[config.mk]
export PLATFORM = sky130hd
export DESIGN_NAME = adder_result_stage
export DESIGN_NICKNAME = d
export VERILOG_FILES = /design/src/rtl/adder_result_stage_pkg.sv /design/src/rtl/sync_fifo.sv /design/src/rtl/adder_result_stage.sv
export SDC_FILE = /design/constraint.sdc
export NUM_CORES = 1
export LEC_CHECK = 0
export BUFFER_PORTS_ARGS = -buffer_cell sky130_fd_sc_hd__buf_2
export CAP_MARGIN = 10
export CORE_ASPECT_RATIO = 1.2
export CORE_MARGIN = 5
export CORE_UTILIZATION = 58
export DETAILED_ROUTE_END_ITERATION = 10
export PLACE_DENSITY = 0.8
export SLEW_MARGIN = 20
export SYNTH_ARGS = -nofsm -noshare
export SYNTH_HDL_FRONTEND = slang
export SYNTH_SLANG_ARGS = --single-unit
export TNS_END_PERCENT = 100
[constraint.sdc]
create_clock -name clk -period 3.4 [get_ports clk]
set_input_delay 0.34 -clock clk [delete_from_list [all_inputs] [get_ports clk]]
set_output_delay 0.34 -clock clk [all_outputs]
set_load 0.03 [all_outputs]
[src/rtl/adder_result_stage_pkg.sv]
// Shared ALU definitions: condition-flag layout and the default datapath width.
package adder_result_stage_pkg;

    localparam int unsigned DATA_W  = 32;
    localparam int unsigned FLAGS_W = 4;

    localparam int unsigned FLAG_N = 3;
    localparam int unsigned FLAG_Z = 2;
    localparam int unsigned FLAG_C = 1;
    localparam int unsigned FLAG_V = 0;

    typedef logic [FLAGS_W-1:0] flags_t;

endpackage

[src/rtl/sync_fifo.sv]
// In-order synchronous FIFO with a valid/ready handshake on both sides.
// The head entry is held in its own register so the outputs are fully registered.
module sync_fifo #(
    parameter int unsigned WIDTH = 36,
    parameter int unsigned DEPTH = 2
) (
    input  logic                     clk,
    input  logic                     rst,
    input  logic                     in_valid,
    output logic                     in_ready,
    input  logic [WIDTH-1:0]         in_data,
    output logic                     out_valid,
    input  logic                     out_ready,
    output logic [WIDTH-1:0]         out_data,
    output logic [$clog2(DEPTH):0]   count
);

    localparam int unsigned PW = $clog2(DEPTH);
    localparam int unsigned CW = PW + 1;

    logic [WIDTH-1:0] mem_r [DEPTH];
    logic [PW-1:0]    wr_ptr_r;
    logic [PW-1:0]    rd_ptr_r;
    logic [CW-1:0]    count_r;
    logic [WIDTH-1:0] head_r;

    logic             push_s;
    logic             pop_s;
    logic [PW-1:0]    rd_ptr_nxt_s;
    logic [CW-1:0]    count_nxt_s;
    logic [WIDTH-1:0] head_nxt_s;

    assign in_ready  = (count_r != CW'(DEPTH));
    assign out_valid = (count_r != {CW{1'b0}});
    assign out_data  = head_r;
    assign count     = count_r;

    // Handshake decode, next occupancy, and the entry that becomes head after this edge.
    always_comb begin
        push_s       = in_valid && in_ready;
        pop_s        = out_valid && out_ready;
        rd_ptr_nxt_s = rd_ptr_r;
        count_nxt_s  = count_r;
        head_nxt_s   = head_r;
        if (pop_s) begin
            rd_ptr_nxt_s = rd_ptr_r + PW'(1);
        end else begin
            rd_ptr_nxt_s = rd_ptr_r;
        end
        if (push_s && !pop_s) begin
            count_nxt_s = count_r + CW'(1);
        end else if (!push_s && pop_s) begin
            count_nxt_s = count_r - CW'(1);
        end else begin
            count_nxt_s = count_r;
        end
        // The entry being written becomes head only when nothing older remains.
        if (count_nxt_s == {CW{1'b0}}) begin
            head_nxt_s = head_r;
        end else if (push_s && (wr_ptr_r == rd_ptr_nxt_s)) begin
            head_nxt_s = in_data;
        end else begin
            head_nxt_s = mem_r[rd_ptr_nxt_s];
        end
    end

    // Entry storage: cleared on reset so no stale data can surface later.
    always_ff @(posedge clk) begin
        if (rst) begin
            for (int i = 0; i < int'(DEPTH); i++) begin
                mem_r[i] <= {WIDTH{1'b0}};
            end
        end else if (push_s) begin
            mem_r[wr_ptr_r] <= in_data;
        end else begin
            mem_r[wr_ptr_r] <= mem_r[wr_ptr_r];
        end
    end

    // Pointer, occupancy and head registers.
    always_ff @(posedge clk) begin
        if (rst) begin
            wr_ptr_r <= {PW{1'b0}};
            rd_ptr_r <= {PW{1'b0}};
            count_r  <= {CW{1'b0}};
            head_r   <= {WIDTH{1'b0}};
        end else begin
            wr_ptr_r <= push_s ? (wr_ptr_r + PW'(1)) : wr_ptr_r;
            rd_ptr_r <= rd_ptr_nxt_s;
            count_r  <= count_nxt_s;
            head_r   <= head_nxt_s;
        end
    end

endmodule

[src/rtl/adder_result_stage.sv]
// Registered result stage behind the ALU adder: derives N/Z/C/V at capture time
// and buffers {sum, flags} so writeback can stall without losing results.
module adder_result_stage
    import adder_result_stage_pkg::*;
#(
    parameter int unsigned WIDTH = DATA_W,
    parameter int unsigned DEPTH = 2
) (
    input  logic                     clk,
    input  logic                     rst,
    input  logic                     in_valid,
    output logic                     in_ready,
    input  logic [WIDTH-1:0]         in_sum,
    input  logic                     in_cout,
    input  logic                     in_a_msb,
    input  logic                     in_b_msb,
    output logic                     out_valid,
    input  logic                     out_ready,
    output logic [WIDTH-1:0]         out_result,
    output logic [FLAGS_W-1:0]       out_flags,
    output logic [$clog2(DEPTH):0]   out_count
);

    localparam int unsigned EW = WIDTH + FLAGS_W;

    flags_t           flags_s;
    logic [EW-1:0]    wr_entry_s;
    logic [EW-1:0]    rd_entry_s;

    // Condition flags from the raw adder outputs; V is signed overflow of the add.
    always_comb begin
        flags_s         = {FLAGS_W{1'b0}};
        flags_s[FLAG_N] = in_sum[WIDTH-1];
        flags_s[FLAG_Z] = (in_sum == {WIDTH{1'b0}});
        flags_s[FLAG_C] = in_cout;
        flags_s[FLAG_V] = (in_a_msb == in_b_msb) && (in_sum[WIDTH-1] != in_a_msb);
    end

    assign wr_entry_s = {in_sum, flags_s};
    assign out_result = rd_entry_s[EW-1:FLAGS_W];
    assign out_flags  = rd_entry_s[FLAGS_W-1:0];

    sync_fifo #(
        .WIDTH (EW),
        .DEPTH (DEPTH)
    ) u_fifo (
        .clk       (clk),
        .rst       (rst),
        .in_valid  (in_valid),
        .in_ready  (in_ready),
        .in_data   (wr_entry_s),
        .out_valid (out_valid),
        .out_ready (out_ready),
        .out_data  (rd_entry_s),
        .count     (out_count)
    );

endmodule
Word-level counts from Yosys, hierarchy flattened. Memory sizes are Yosys's and may differ from the RTL's. A register that Yosys moved wholly into a read port is not among the register bits. Cells that the tools add are included.

Bits in registers: 4. Bits of input ports: 39. RAM bits: 72. Memories: 1.

Memories: u_fifo.mem_r (depth 2, width 36, read ports 1, clocked after Yosys merged registers in 1, write ports 2, line sync_fifo.sv:21) `logic [WIDTH-1:0] mem_r [DEPTH];`.

Muxes and demuxes: 15. Bitwise gates (word level): 1. Eq/ne operators: 4. Add/subtract/negate cells: 4. Reductions and logical operators: 13.

Operator list (count): $mux W36 (2); $reduce_or A36 Y1 (1); $logic_not A32 Y1 (1); $mux W1 (11); $logic_and A1 B1 Y1 (5); $mux W2 (2); $logic_not A1 Y1 (3); $add A1 B1 Y1 const B (2); $add A2 B1 Y2 const B (1); $logic_not A2 Y1 (1); $ne A2 B2 Y1 const B (1); $reduce_and A2 Y1 (1); $reduce_bool A2 Y1 (1); $sub A2 B1 Y2 const B (1); $eq A1 B1 Y1 (1); $ne A0 B0 Y1 (1); $ne A1 B1 Y1 (1); $or A1 B1 Y1 (1).

Longest topological paths before layout. Gate-level depths: netlist of the first run.

Word-level depth: 9. Gate-level depth with buffers: 10. Gate-level depth less buffers: 7.

Hierarchy. A second synthesis of the first run with hierarchy kept.

Cells, all modules: 450. Area, all modules: 5221.3 um2.

By module, submodules not included: sync_fifo (cells an instance 435, times used 1, area an instance 5126.2 um2, sequential area each 2962.8 um2); adder_result_stage (cells an instance 15, times used 1, area an instance 95.1 um2, sequential area each 0.0 um2).

Least setup slack after synthesis of the first run. No wires, ideal clock.

Path type: flip-flop to flip-flop. Start: register u_fifo.count_r[0], in the netlist u_fifo.count[0]. End: memory u_fifo.mem_r[0][0], enable pin. Path buffers: 1. Data arrival time: 2.900 ns. Stages on the path, launching flop included: 6. Setup slack: 0.066 ns. Path through: dfxtp_1 inv_1 ha_1 nand2b_4 buf_6 o21bai_1.

RTL lines: start: declaration (line sync_fifo.sv:24) `logic [CW-1:0] count_r;`; start signal: assignment (line sync_fifo.sv:85) `count_r <= {CW{1'b0}};`; start signal: assignment (line sync_fifo.sv:90) `count_r <= count_nxt_s;`; end: declaration (line sync_fifo.sv:21).

Worst setup path after layout of the first run.
Start: register u_fifo.count_r[0], in the netlist u_fifo.count[0]. End: register u_fifo.head_r[24], in the netlist u_fifo.out_data[24] (read register of u_fifo.mem_r).

Cells in the longest elaborated chain, start to end: 8. Elaborated cells on any way between the ends: 15. Those cells by class: add/sub: 2; eq/ne: 1; mux: 3; reduce/logical: 9.

RTL lines: $ne A2 B2 Y1 (line sync_fifo.sv:33) `assign in_ready = (count_r != CW'(DEPTH));`; $logic_and A1 B1 Y1 (line sync_fifo.sv:40) `push_s = in_valid && in_ready;`; $logic_not A1 Y1 (line sync_fifo.sv:52) `end else if (!push_s && pop_s) begin`; $logic_and A1 B1 Y1 (line sync_fifo.sv:52); $mux W2 (line sync_fifo.sv:52); $mux W2 (line sync_fifo.sv:50) `if (push_s && !pop_s) begin`; $logic_not A2 Y1 (line sync_fifo.sv:58) `if (count_nxt_s == {CW{1'b0}}) begin`; $logic_not A1 Y1 (no line); end: declaration (line sync_fifo.sv:25) `logic [WIDTH-1:0] head_r;`.

Several ways; a longest one is shown, not always the timed one. A chain may end at the register's enable or synchronous reset.

==> results.rst, run 1 <==
.. list-table::
   :header-rows: 1

   * - Metric
     - Value
   * - CTS tree
     - built
   * - Post-placement setup slack
     - 797.8 ps
   * - Clock period minus worst slack
     - 2656 ps
   * - Max-slew violations
     - 0
   * - Die height
     - 118.5 um
   * - Primary flip-flop cell chosen by synthesis mapping
     - sky130_fd_sc_hd__edfxtp_1
   * - Setup slack of the critical path after layout
     - 744.3 ps
   * - Number of distinct standard cells referenced by the synthesized netlist
     - 42
   * - Worst slew margin relative to its limit
     - 41.53%
   * - Most frequent cells in the layout
     - sky130_fd_sc_hd__buf_2 (78), sky130_fd_sc_hd__edfxtp_1 (70), sky130_fd_sc_hd__nor2_1 (39)
   * - Power density normalized to cell area
     - 922.7 nW/um2
   * - Total clock sinks
     - 109
   * - Routed WL
     - 14200 um
   * - Clock skew after layout
     - 6.622 ps
   * - Leak
     - 0.002447 uW
   * - Post-synth EDFFs
     - 70
   * - Logic depth of the worst register-to-register path
     - 8
   * - Number of resized instances in the post-cts repair step
     - 0
   * - I/O pin count
     - 79
   * - Core outline area
     - 9564 um2
   * - Final RePlAce weighted congestion
     - 0.7756
   * - Fill cell instance count of the final layout
     - 767
   * - Number of diodes added for antenna fixing
     - 0
   * - Initial core utilization
     - 59.52%
   * - Final Net Count
     - 646
   * - Required time worst endpoint
     - 3690 ps
   * - Number of remaining DRC errors
     - 0
   * - Share of flip-flops with an asynchronous set or reset
     - 0%
   * - Clock tree root buffer cell
     - sky130_fd_sc_hd__clkbuf_16
   * - Critical register-to-register path endpoint
     - u_fifo.out_data[24]
   * - Syn Area/Cell
     - 10.17 um2
   * - Router iterations before antenna repair
     - 5
   * - Antenna viol nets, final
     - 0
   * - Commonest non-fill, non-tap cell in the layout
     - sky130_fd_sc_hd__buf_2
   * - Estimated wirelength of the detail-placed design
     - 8505 um
   * - Max VDD drop
     - 0.7370 mV
   * - Critical path's slowest cell
     - sky130_fd_sc_hd__nor3b_4
   * - Largest stage delay on the critical path
     - 460 ps
   * - WL/cell
     - 19.38 um
   * - Number of CTS-inserted buffers
     - 9
   * - Final Hold Fails
     - 0
   * - H-tree levels
     - 3
   * - Post-synthesis sequential area ratio
     - 50.64%
   * - Accumulated negative setup slack
     - 0 ps
   * - Num rows
     - 39
   * - Overall global routing resource usage
     - 24.34%
   * - Total of warnings raised by yosys
     - 0
   * - Post-CTS clock slew at the launch and capture registers of the worst setup and hold paths
     - 70 ps
   * - Chip width
     - 100.4 um
   * - Most used cell, CP
     - sky130_fd_sc_hd__xnor2_2
   * - Nets in the synthesized netlist
     - 601
   * - First-pass GRT wire length
     - 23280 um
   * - Synthesized flop and latch total
     - 109
   * - Final cycle utilization of the critical path
     - 78.11%
   * - Worst hold margin
     - 337.3 ps
   * - Growth of design area from synthesis to finish
     - 11.78%
   * - Initial DRC count
     - 352
   * - Worst skew pair latency
     - 350 ps
   * - Max Root-Sink Buffers
     - 2
   * - Kind of critical path
     - reg2reg
   * - Sequential cell area
     - 2884 um2
   * - Vias
     - 4744
   * - Aggregate global routing overflow
     - 0
   * - Critical path capture point
     - u_fifo.out_data[24]
   * - Element type at the critical path end
     - flip-flop
   * - Number of antenna violations at the first check in global routing
     - 0
   * - Signal arrival time at the worst endpoint
     - 2940 ps
   * - Worst-case register-to-register setup slack
     - 740 ps
   * - Maximum clock rate
     - 376.5 MHz
   * - # Post-CTS Setup Buffers
     - 0
   * - Outcome
     - complete, no violations
   * - Final setup violation count
     - 0
   * - Vias in the first global route
     - 4641
   * - Die area
     - 11910 um2
   * - Hold buffer count at CTS
     - 0
   * - Pin count of the biggest net entering global routing
     - 83
   * - Worst-path cell chain
     - inv_1 > ha_1 > nand2b_4 > xnor2_2 > xnor2_2 > nor3b_4 > buf_4 > a32o_1
   * - Max-capacitance violation count
     - 0
   * - Critical Path Source Type
     - flip-flop
   * - Post-Syn Instances
     - 560
   * - Worst setup path startpoint
     - u_fifo.count[0]
   * - FF-to-FF Start
     - u_fifo.count[0]
   * - Tightest Pin Transition
     - 877.1 ps
   * - Count of input and output buffers
     - 78
   * - Share of cells above drive strength 1
     - 23.11%
   * - Worst hold path type
     - in2reg
   * - Area of combinational cells with multiple inputs
     - 2520 um2
   * - End-of-flow core utilization
     - 66.54%
   * - Mean number of vias per cell
     - 6.472
   * - Unrepaired setup endpoints after global routing
     - no
   * - Synthesized area
     - 5693 um2
   * - Worst-path fanout max
     - 28
[where the power goes]
part	internal (uW)	switching [uW]	total, uW	leakage, uW
combinational	941	1960	2900	0.00125
sequential	1770	223	1990	0.00106
clock	513	470	983	0.000135
[state kept, by name, summed over array words and instances, names as in the netlist]
signal           flops
u_fifo.out_data     35
u_fifo.wr_ptr_r      1
u_fifo.mem_r        70
u_fifo.count         2
u_fifo.rd_ptr_r      1
[cells in the mapped netlist, types with 8 or more instances]
library cell / number / area share [%]
sky130_fd_sc_hd__a21oi_1: 36 / 3.2
sky130_fd_sc_hd__o21ai_1: 21 / 1.8
sky130_fd_sc_hd__nand2_1: 33 / 2.2
sky130_fd_sc_hd__buf_2: 17 / 1.5
sky130_fd_sc_hd__and2_1: 35 / 3.8
sky130_fd_sc_hd__nand3_1: 36 / 3.2
sky130_fd_sc_hd__nor2_1: 39 / 2.6
sky130_fd_sc_hd__edfxtp_1: 70 / 37
sky130_fd_sc_hd__nor4_1: 9 / 0.99
sky130_fd_sc_hd__o21ai_0: 13 / 1.1
sky130_fd_sc_hd__dfxtp_1: 39 / 14
sky130_fd_sc_hd__clkbuf_1: 27 / 1.8
sky130_fd_sc_hd__and3_1: 33 / 3.6
sky130_fd_sc_hd__nor3_1: 15 / 1.3
sky130_fd_sc_hd__o211ai_1: 34 / 4.5
sky130_fd_sc_hd__buf_6: 8 / 1.6
sky130_fd_sc_hd__a32o_1: 35 / 6.2
sky130_fd_sc_hd__nor3_2: 20 / 3.5
[metrics by stage]
step                      cell area (um2)  total power, uW  cells
final                                6364             5872    733
after global routing                 6364             6225    733
after CTS                            6364             5868    733
after detailed placement             6093             4897    717
after global placement               6093             4789    717
after floorplan                      5693             4189    560
[cell type report]
class	count	share of cell area, %
flip-flops and latches	109	45.32
multi-input cells	389	39.60
repair buffers	92	8.179
clock buffers	11	3.814
well taps	123	2.418
clock inverters	5	0.4326
inverters	4	0.2359
[critical path: cells and delay by family (launching register included)]
family / cells / cell delay (ps)
AO/OA/AOI/OAI: 1 / 190
XOR/XNOR: 2 / 440
adder cells (fa/ha/maj): 1 / 290
buffers and inverters: 2 / 570
flip-flops: 1 / 420
AND/OR/NAND/NOR: 2 / 680
[logic make-up (layout without fill, tap and decap cells)]
logic type | Yosys count | count (layout) | synth area share, %
AO/OA/AOI/OAI | 142 | 142 | 17.23
AND/OR/NAND/NOR | 236 | 236 | 23.80
adder cells (fa/ha/maj) | 2 | 2 | 0.4395
multiplexers | 4 | 4 | 0.7472
flip-flops | 109 | 109 | 50.64
XOR/XNOR | 5 | 5 | 1.297
buffers and inverters | 62 | 112 | 5.846
[per-layer routing]
layer / part of all wire, % / wire (um) / vias up / track usage [%]
met4: 2.6 / 371 / 0 / 9.773
met2: 51 / 7194 / 211 / 41.38
met5: 0 / 0 / - / 0
li1: - / - / 2180 / -
met3: 7.3 / 1033 / 31 / 4.420
met1: 39 / 5603 / 2322 / 30.36
[worst min-delay path by stage]
| stage | from | endpoint | slack [ps] | cells after the start |
|---|---|---|---|---|
| after floorplan | in_sum[6] | u_fifo.mem_r[0][10] | 540 | 1 |
| after global placement | u_fifo.out_data[24] | u_fifo.out_data[24] | 450 | 1 |
| after detailed placement | u_fifo.out_data[6] | u_fifo.out_data[6] | 450 | 1 |
| after CTS | in_sum[16] | u_fifo.mem_r[0][20] | 330 | 2 |
| after global routing | in_sum[16] | u_fifo.mem_r[0][20] | 340 | 2 |
| final | in_sum[16] | u_fifo.mem_r[0][20] | 340 | 2 |
Note: power is estimated with default switching activity, not from simulation.
==> run 2, diff against run 1 <==
==> constraint.sdc (replaced) <==
create_clock -name clk -period 2.8 [get_ports clk]
set_input_delay 0.28 -clock clk [delete_from_list [all_inputs] [get_ports clk]]
set_output_delay 0.28 -clock clk [all_outputs]
set_load 0.03 [all_outputs]
==> results.rst, run 2 (synthesis gave the netlist of run 1 again) <==
.. list-table::
   :header-rows: 1

   * - Metric
     - Value
   * - First-pass GRT wire length
     - 22050 um (was 23280 um)
   * - Commonest non-fill, non-tap cell in the layout
     - sky130_fd_sc_hd__buf_2 (unchanged)
   * - Final setup violation count
     - 0 (unchanged)
   * - Largest stage delay on the critical path
     - 580 ps (was 460 ps)
   * - Signal arrival time at the worst endpoint
     - 2670 ps (was 2940 ps)
   * - Die height
     - 118.5 um (unchanged)
   * - Antenna viol nets, final
     - 0 (unchanged)
   * - CTS tree
     - built (unchanged)
   * - Number of remaining DRC errors
     - 0 (unchanged)
   * - Worst hold path type
     - in2reg (unchanged)
   * - Clock skew after layout
     - 7.707 ps (was 6.622 ps)
   * - Routed WL
     - 13600 um (was 14200 um)
   * - Estimated wirelength of the detail-placed design
     - 8650 um (was 8505 um)
   * - Worst slew margin relative to its limit
     - 64.80% (was 41.53%)
   * - Unrepaired setup endpoints after global routing
     - no (unchanged)
   * - Share of cells above drive strength 1
     - 23.74% (was 23.11%)
   * - Die area
     - 11910 um2 (unchanged)
   * - Flip-flop count of the largest register, all copies and words added
     - 70 (unchanged)
   * - Required time worst endpoint
     - 3030 ps (was 3690 ps)
   * - Stages on the worst setup path
     - 7 (was 8)
   * - Leak
     - 0.002497 uW (was 0.002447 uW)
   * - Outcome
     - complete, no violations (unchanged)
   * - Final cycle utilization of the critical path
     - 87.17% (was 78.11%)
   * - Worst-path fanout max
     - 57 (was 28)
   * - Hold buffer count at CTS
     - 0 (unchanged)
   * - Post-CTS clock slew at the launch and capture registers of the worst setup and hold paths
     - 60 ps (was 70 ps)
   * - Net Sw Power
     - 3132 uW (was 2649 uW)
   * - Chip width
     - 100.4 um (unchanged)
   * - Worst-path cell chain
     - inv_1 > ha_1 > or3b_4 > buf_12 > nor3_1 > o21ai_0 > a32o_1 (was inv_1 > ha_1 > nand2b_4 > xnor2_2 > xnor2_2 > nor3b_4 > buf_4 > a32o_1)
   * - H-tree levels
     - 3 (unchanged)
   * - Number of resized instances in the post-cts repair step
     - 0 (unchanged)
   * - Overall global routing resource usage
     - 23.04% (was 24.34%)
   * - Clock period minus worst slack
     - 2441 ps (was 2656 ps)
   * - Num rows
     - 39 (unchanged)
   * - Pin count of the biggest net entering global routing
     - 90 (was 83)
   * - Initial core utilization
     - 59.52% (unchanged)
   * - Vias
     - 4695 (was 4744)
   * - Clock share of power
     - 18.6% (was 16.7%)
   * - Internal power component
     - 4096 uW (was 3223 uW)
   * - Number of antenna violations at the first check in global routing
     - 0 (unchanged)
   * - Buffers and inverters on the worst path
     - 2 (unchanged)
   * - Maximum clock rate
     - 409.7 MHz (was 376.5 MHz)
   * - Accumulated negative setup slack
     - 0 ps (unchanged)
   * - Vias in the first global route
     - 4481 (was 4641)
   * - Final RePlAce weighted congestion
     - 0.8393 (was 0.7756)
   * - Sw frac
     - 43.33% (was 45.11%)
   * - Family of cells with the greatest summed delay on the critical path
     - simple AND/OR/NAND/NOR gates (unchanged)
   * - End-of-flow core utilization
     - 67.46% (was 66.54%)
   * - Logic depth of the worst register-to-register path
     - 7 (was 8)
   * - Mean number of vias per cell
     - 6.362 (was 6.472)
   * - Number of diodes added for antenna fixing
     - 0 (unchanged)
   * - Cells on Worst Hold Path
     - 2 (unchanged)
   * - Aggregate global routing overflow
     - 0 (unchanged)
   * - Overall power
     - 7228 uW (was 5872 uW)
   * - Router iterations before antenna repair
     - 5 (unchanged)
   * - Critical Path Source Type
     - flip-flop (unchanged)
   * - WL/cell
     - 18.43 um (was 19.38 um)
   * - Worst skew pair latency
     - 350 ps (about the same)
   * - Total clock sinks
     - 109 (unchanged)
   * - Max VDD drop
     - 0.5834 mV (was 0.7370 mV)
   * - I/O pin count
     - 79 (unchanged)
   * - Power density normalized to cell area
     - 1120 nW/um2 (was 922.7 nW/um2)
   * - Kind of critical path
     - reg2reg (unchanged)
   * - Clock tree root buffer cell
     - sky130_fd_sc_hd__clkbuf_16 (unchanged)
   * - Max-capacitance violation count
     - 0 (unchanged)
   * - Core outline area
     - 9564 um2 (unchanged)
   * - Count of input and output buffers
     - 78 (unchanged)
   * - Max-slew violations
     - 0 (unchanged)
   * - Final Hold Fails
     - 0 (unchanged)
   * - Initial DRC count
     - 381 (was 352)
   * - # Post-CTS Setup Buffers
     - 0 (unchanged)
   * - Sequential group share of total power
     - 33.2% (was 33.9%)
   * - Most frequent cells in the layout
     - sky130_fd_sc_hd__buf_2 (78), sky130_fd_sc_hd__edfxtp_1 (70), sky130_fd_sc_hd__nor2_1 (39) (unchanged)
   * - Biggest register
     - u_fifo.mem_r (unchanged)
   * - Element type at the critical path end
     - flip-flop (unchanged)
   * - Final Net Count
     - 651 (was 646)
   * - Number of CTS-inserted buffers
     - 9 (unchanged)
   * - Max Root-Sink Buffers
     - 2 (unchanged)
   * - Critical path's slowest cell
     - sky130_fd_sc_hd__or3b_4 (was sky130_fd_sc_hd__nor3b_4)
   * - Combinational group share of total power
     - 48.1% (was 49.3%)
   * - Tightest Pin Transition
     - 523.2 ps (was 877.1 ps)
   * - Growth of design area from synthesis to finish
     - 13.34% (was 11.78%)
==> run 2: power by group through the flow <==
stage,sequential (uW),clock (uW),combinational (uW)
2_1_floorplan,2830,0,2250
3_3_place_gp,2410,0,3340
3_5_place_dp,2430,0,3480
4_1_cts,2400,1350,3490
5_1_grt,2450,1440,3760
6_report,2400,1350,3480
==> run 2: worst paths after layout <==
| kind | endpoint | slack (ps) | startpoint |
|---|---|---|---|
| max | u_fifo.out_data[5] | 360 | u_fifo.count[0] |
| min | u_fifo.wr_ptr_r | 280 | rst |
| max reg2reg | u_fifo.out_data[5] | 360 | u_fifo.count[0] |
| min reg2reg | u_fifo.out_data[24] | 460 | u_fifo.out_data[24] |
==> run 2: per-layer routing <==
layer  global-route usage [%]  vias up  routed length [um]
met5                        0        -                   0
met4                    7.751        0                 230
met3                    3.948       18                 958
met2                    40.84      185                7185
met1                    28.04     2303                5226
li1                         -     2189                   -
==> run 2: metrics by stage <==
step | setup WS (ps) | std cells | hold slack, ps | cell area, um2
2_1_floorplan | 212.5 | 560 | 478.2 | 5697
3_3_place_gp | 510.0 | 722 | 446.1 | 6131
3_5_place_dp | 380.7 | 722 | 452.4 | 6131
4_1_cts | 376.2 | 738 | 276.4 | 6452
5_1_grt | 193.2 | 738 | 280.1 | 6452
6_report | 359.2 | 738 | 282.5 | 6452
==> run 2: cell type report <==
cell class | count | area, um2
inverter | 4 | 15.01
fill | 769 | 3112
clock buffer | 13 | 281.5
multi-input combinational | 389 | 2520
clock inverter | 3 | 40.04
sequential | 109 | 2884
tap | 123 | 153.9
timing repair buffer | 97 | 558.0
==> run 3, diff against run 2 <==
--- a/config.mk
+++ b/config.mk
@@ -7,11 +7,13 @@
 export LEC_CHECK = 0
 export BUFFER_PORTS_ARGS = -buffer_cell sky130_fd_sc_hd__buf_2
 export CAP_MARGIN = 10
+export CELL_PAD_IN_SITES_DETAIL_PLACEMENT = 0
+export CELL_PAD_IN_SITES_GLOBAL_PLACEMENT = 1
 export CORE_ASPECT_RATIO = 1.2
 export CORE_MARGIN = 5
-export CORE_UTILIZATION = 58
+export CORE_UTILIZATION = 45
 export DETAILED_ROUTE_END_ITERATION = 10
-export PLACE_DENSITY = 0.8
+export PLACE_DENSITY = 0.76
 export SLEW_MARGIN = 20
 export SYNTH_ARGS = -nofsm -noshare
 export SYNTH_HDL_FRONTEND = slang
==> results.rst, run 3 (synthesis gave the netlist of run 1 again) <==
.. list-table::
   :header-rows: 1

   * - Metric
     - Value
   * - Net Sw Power
     - 3193 uW (was 3132 uW)
   * - Estimated wirelength of the detail-placed design
     - 9080 um (was 8650 um)
   * - Number of CTS-inserted buffers
     - 9 (unchanged)
   * - Most frequent cells in the layout
     - sky130_fd_sc_hd__buf_2 (78), sky130_fd_sc_hd__edfxtp_1 (70), sky130_fd_sc_hd__nor2_1 (39) (unchanged)
   * - Clock period minus worst slack
     - 2418 ps (was 2441 ps)
   * - Worst-case register-to-register setup slack
     - 380 ps (was 360 ps)
   * - Max Root-Sink Buffers
     - 2 (unchanged)
   * - H-tree levels
     - 3 (unchanged)
   * - Sw frac
     - 44.49% (was 43.33%)
   * - Final std cells w/o fill
     - 781 (was 738)
   * - Worst-path cell chain
     - inv_1 > ha_1 > or3b_4 > buf_4 > nor3_1 > o21ai_0 > a32o_1 (was inv_1 > ha_1 > or3b_4 > buf_12 > nor3_1 > o21ai_0 > a32o_1)
   * - Antenna viol nets, final
     - 0 (unchanged)
   * - Vias
     - 4607 (was 4695)
   * - Accumulated negative setup slack
     - 0 ps (unchanged)
   * - Element type at the critical path end
     - flip-flop (unchanged)
   * - Kind of critical path
     - reg2reg (unchanged)
   * - Final cycle utilization of the critical path
     - 86.35% (was 87.17%)
   * - Worst skew pair latency
     - 350 ps (about the same)
   * - Commonest non-fill, non-tap cell in the layout
     - sky130_fd_sc_hd__buf_2 (unchanged)
   * - Die height
     - 133.2 um (was 118.5 um)
   * - Signal arrival time at the worst endpoint
     - 2650 ps (was 2670 ps)
   * - Maximum clock rate
     - 413.6 MHz (was 409.7 MHz)
   * - Sequential group share of total power
     - 33.9% (was 33.2%)
   * - Final RePlAce weighted congestion
     - 0.7550 (was 0.8393)
   * - Fill cell instance count of the final layout
     - 1147 (was 769)
   * - Flip-flop count of the largest register, all copies and words added
     - 70 (unchanged)
   * - Final setup violation count
     - 0 (unchanged)
   * - Initial DRC count
     - 252 (was 381)
   * - Number of antenna violations at the first check in global routing
     - 0 (unchanged)
   * - Worst hold path type
     - in2reg (unchanged)
   * - Met3 usage
     - 3.862% (was 3.948%)
   * - Required time worst endpoint
     - 3030 ps (about the same)
   * - Share of cells above drive strength 1
     - 23.50% (was 23.74%)
   * - Outcome
     - complete, no violations (unchanged)
   * - Critical path's slowest cell
     - sky130_fd_sc_hd__or3b_4 (unchanged)
   * - Unrepaired setup endpoints after global routing
     - no (unchanged)
   * - Max-capacitance violation count
     - 0 (unchanged)
   * - Chip width
     - 112.7 um (was 100.4 um)
   * - I/O pin count
     - 79 (unchanged)
   * - Met2 usage
     - 33.30% (was 40.84%)
   * - Core outline area
     - 12560 um2 (was 9564 um2)
   * - Leak
     - 0.002484 uW (was 0.002497 uW)
   * - Number of placed instances with taps included
     - 763 (was 722)
   * - First-pass GRT wire length
     - 23640 um (was 22050 um)
   * - Post-CTS clock slew at the launch and capture registers of the worst setup and hold paths
     - 70 ps (was 60 ps)
   * - Tightest Pin Transition
     - 572.9 ps (was 523.2 ps)
   * - Number of remaining DRC errors
     - 0 (unchanged)
   * - Die area
     - 15010 um2 (was 11910 um2)
   * - Power density normalized to cell area
     - 1106 nW/um2 (was 1120 nW/um2)
   * - Mean number of vias per cell
     - 5.899 (was 6.362)
   * - Clock share of power
     - 16.9% (was 18.6%)
   * - Combinational group share of total power
     - 49.2% (was 48.1%)
   * - CTS tree
     - built (unchanged)
   * - Number of resized instances in the post-cts repair step
     - 0 (unchanged)
   * - Aggregate global routing overflow
     - 0 (unchanged)
   * - Routed WL
     - 14590 um (was 13600 um)
   * - Hold buffer count at CTS
     - 0 (unchanged)
   * - Global route hottest layer
     - met2 (unchanged)
   * - Pin count of the biggest net entering global routing
     - 62 (was 90)
   * - Buffers and inverters on the worst path
     - 2 (unchanged)
   * - Router iterations before antenna repair
     - 4 (was 5)
   * - Critical Path Source Type
     - flip-flop (unchanged)
   * - Max VDD drop
     - 0.4578 mV (was 0.5834 mV)
   * - Worst-path fanout max
     - 33 (was 57)
   * - Initial core utilization
     - 45.34% (was 59.52%)
   * - Final Hold Fails
     - 0 (unchanged)
   * - Final Net Count
     - 653 (was 651)
   * - Internal power component
     - 3984 uW (was 4096 uW)
   * - Max-slew violations
     - 0 (unchanged)
   * - Number of diodes added for antenna fixing
     - 0 (unchanged)
   * - Met1 GRT Util
     - 24.87% (was 28.04%)
   * - WL/cell
     - 18.67 um (was 18.43 um)
   * - Num rows
     - 45 (was 39)
   * - Biggest register
     - u_fifo.mem_r (unchanged)
   * - Clock tree root buffer cell
     - sky130_fd_sc_hd__clkbuf_16 (unchanged)
   * - Overall global routing resource usage
     - 19.43% (was 23.04%)
   * - Total clock sinks
     - 109 (unchanged)
   * - Vias in the first global route
     - 4454 (was 4481)
   * - Family of cells with the greatest summed delay on the critical path
     - simple AND/OR/NAND/NOR gates (unchanged)
   * - Count of input and output buffers
     - 78 (unchanged)
   * - Worst slew margin relative to its limit
     - 61.81% (was 64.80%)
   * - Clock skew after layout
     - 11.11 ps (was 7.707 ps)
   * - Growth of design area from synthesis to finish
     - 13.96% (was 13.34%)
   * - Largest stage delay on the critical path
     - 610 ps (was 580 ps)
run 3: metrics by stage:
step / area (um2) / power (uW) / hold slack (ps) / worst slack (ps) / util (%)
2_1_floorplan: 5697 / 5086 / 478.2 / 212.5 / -
3_3_place_gp: 6197 / 5909 / 447.4 / 266.9 / 49.36
3_5_place_dp: 6197 / 6004 / 450.8 / 129.5 / 49.36
4_1_cts: 6472 / 7213 / 262.2 / 107.9 / 51.55
5_1_grt: 6487 / 7633 / 275.5 / 228.2 / 51.67
6_report: 6487 / 7176 / 269.2 / 382.3 / 51.67
run 3: final timing paths:
| path | start | to | depth (start not counted) |
|---|---|---|---|
| setup / recovery | u_fifo.count[0] | u_fifo.out_data[16] | 7 |
| hold / removal | in_cout | u_fifo.mem_r[0][1] | 2 |
| setup reg to reg | u_fifo.count[0] | u_fifo.out_data[16] | 7 |
| hold reg to reg | u_fifo.out_data[30] | u_fifo.out_data[30] | 1 |
run 3: cell type report:
class,count,area (um2),share of cell area [%]
Clock buffer,14,264.0,4.069
Clock inverter,2,11.26,0.1736
Inverter,4,15.01,0.2314
Multi-Input combinational cell,389,2520,38.84
Sequential cell,109,2887,44.49
Tap cell,164,205.2,3.163
Timing Repair Buffer,99,585.6,9.026
run 3: power by group through the flow:
stage	Sequential, uW	Combinational (uW)	Clock (uW)
floorplan	2830	2250	0
global placement	2450	3460	0
CTS	2430	3550	1240
detailed placement	2460	3540	0
global route	2470	3850	1310
finish	2430	3530	1220
run 3: what timing repair did:
item,in CTS,in global routing
endpoints found under the hold margin,0,0
setup endpoints to repair,0,6
buffers inserted,0,2
run 3: layer usage:
| metal | wire (um) | share of wire (%) |
|---|---|---|
| met1 | 6137 | 42 |
| met2 | 7494 | 51 |
| met3 | 739 | 5.1 |
| met4 | 213 | 1.5 |
| met5 | 0 | 0 |
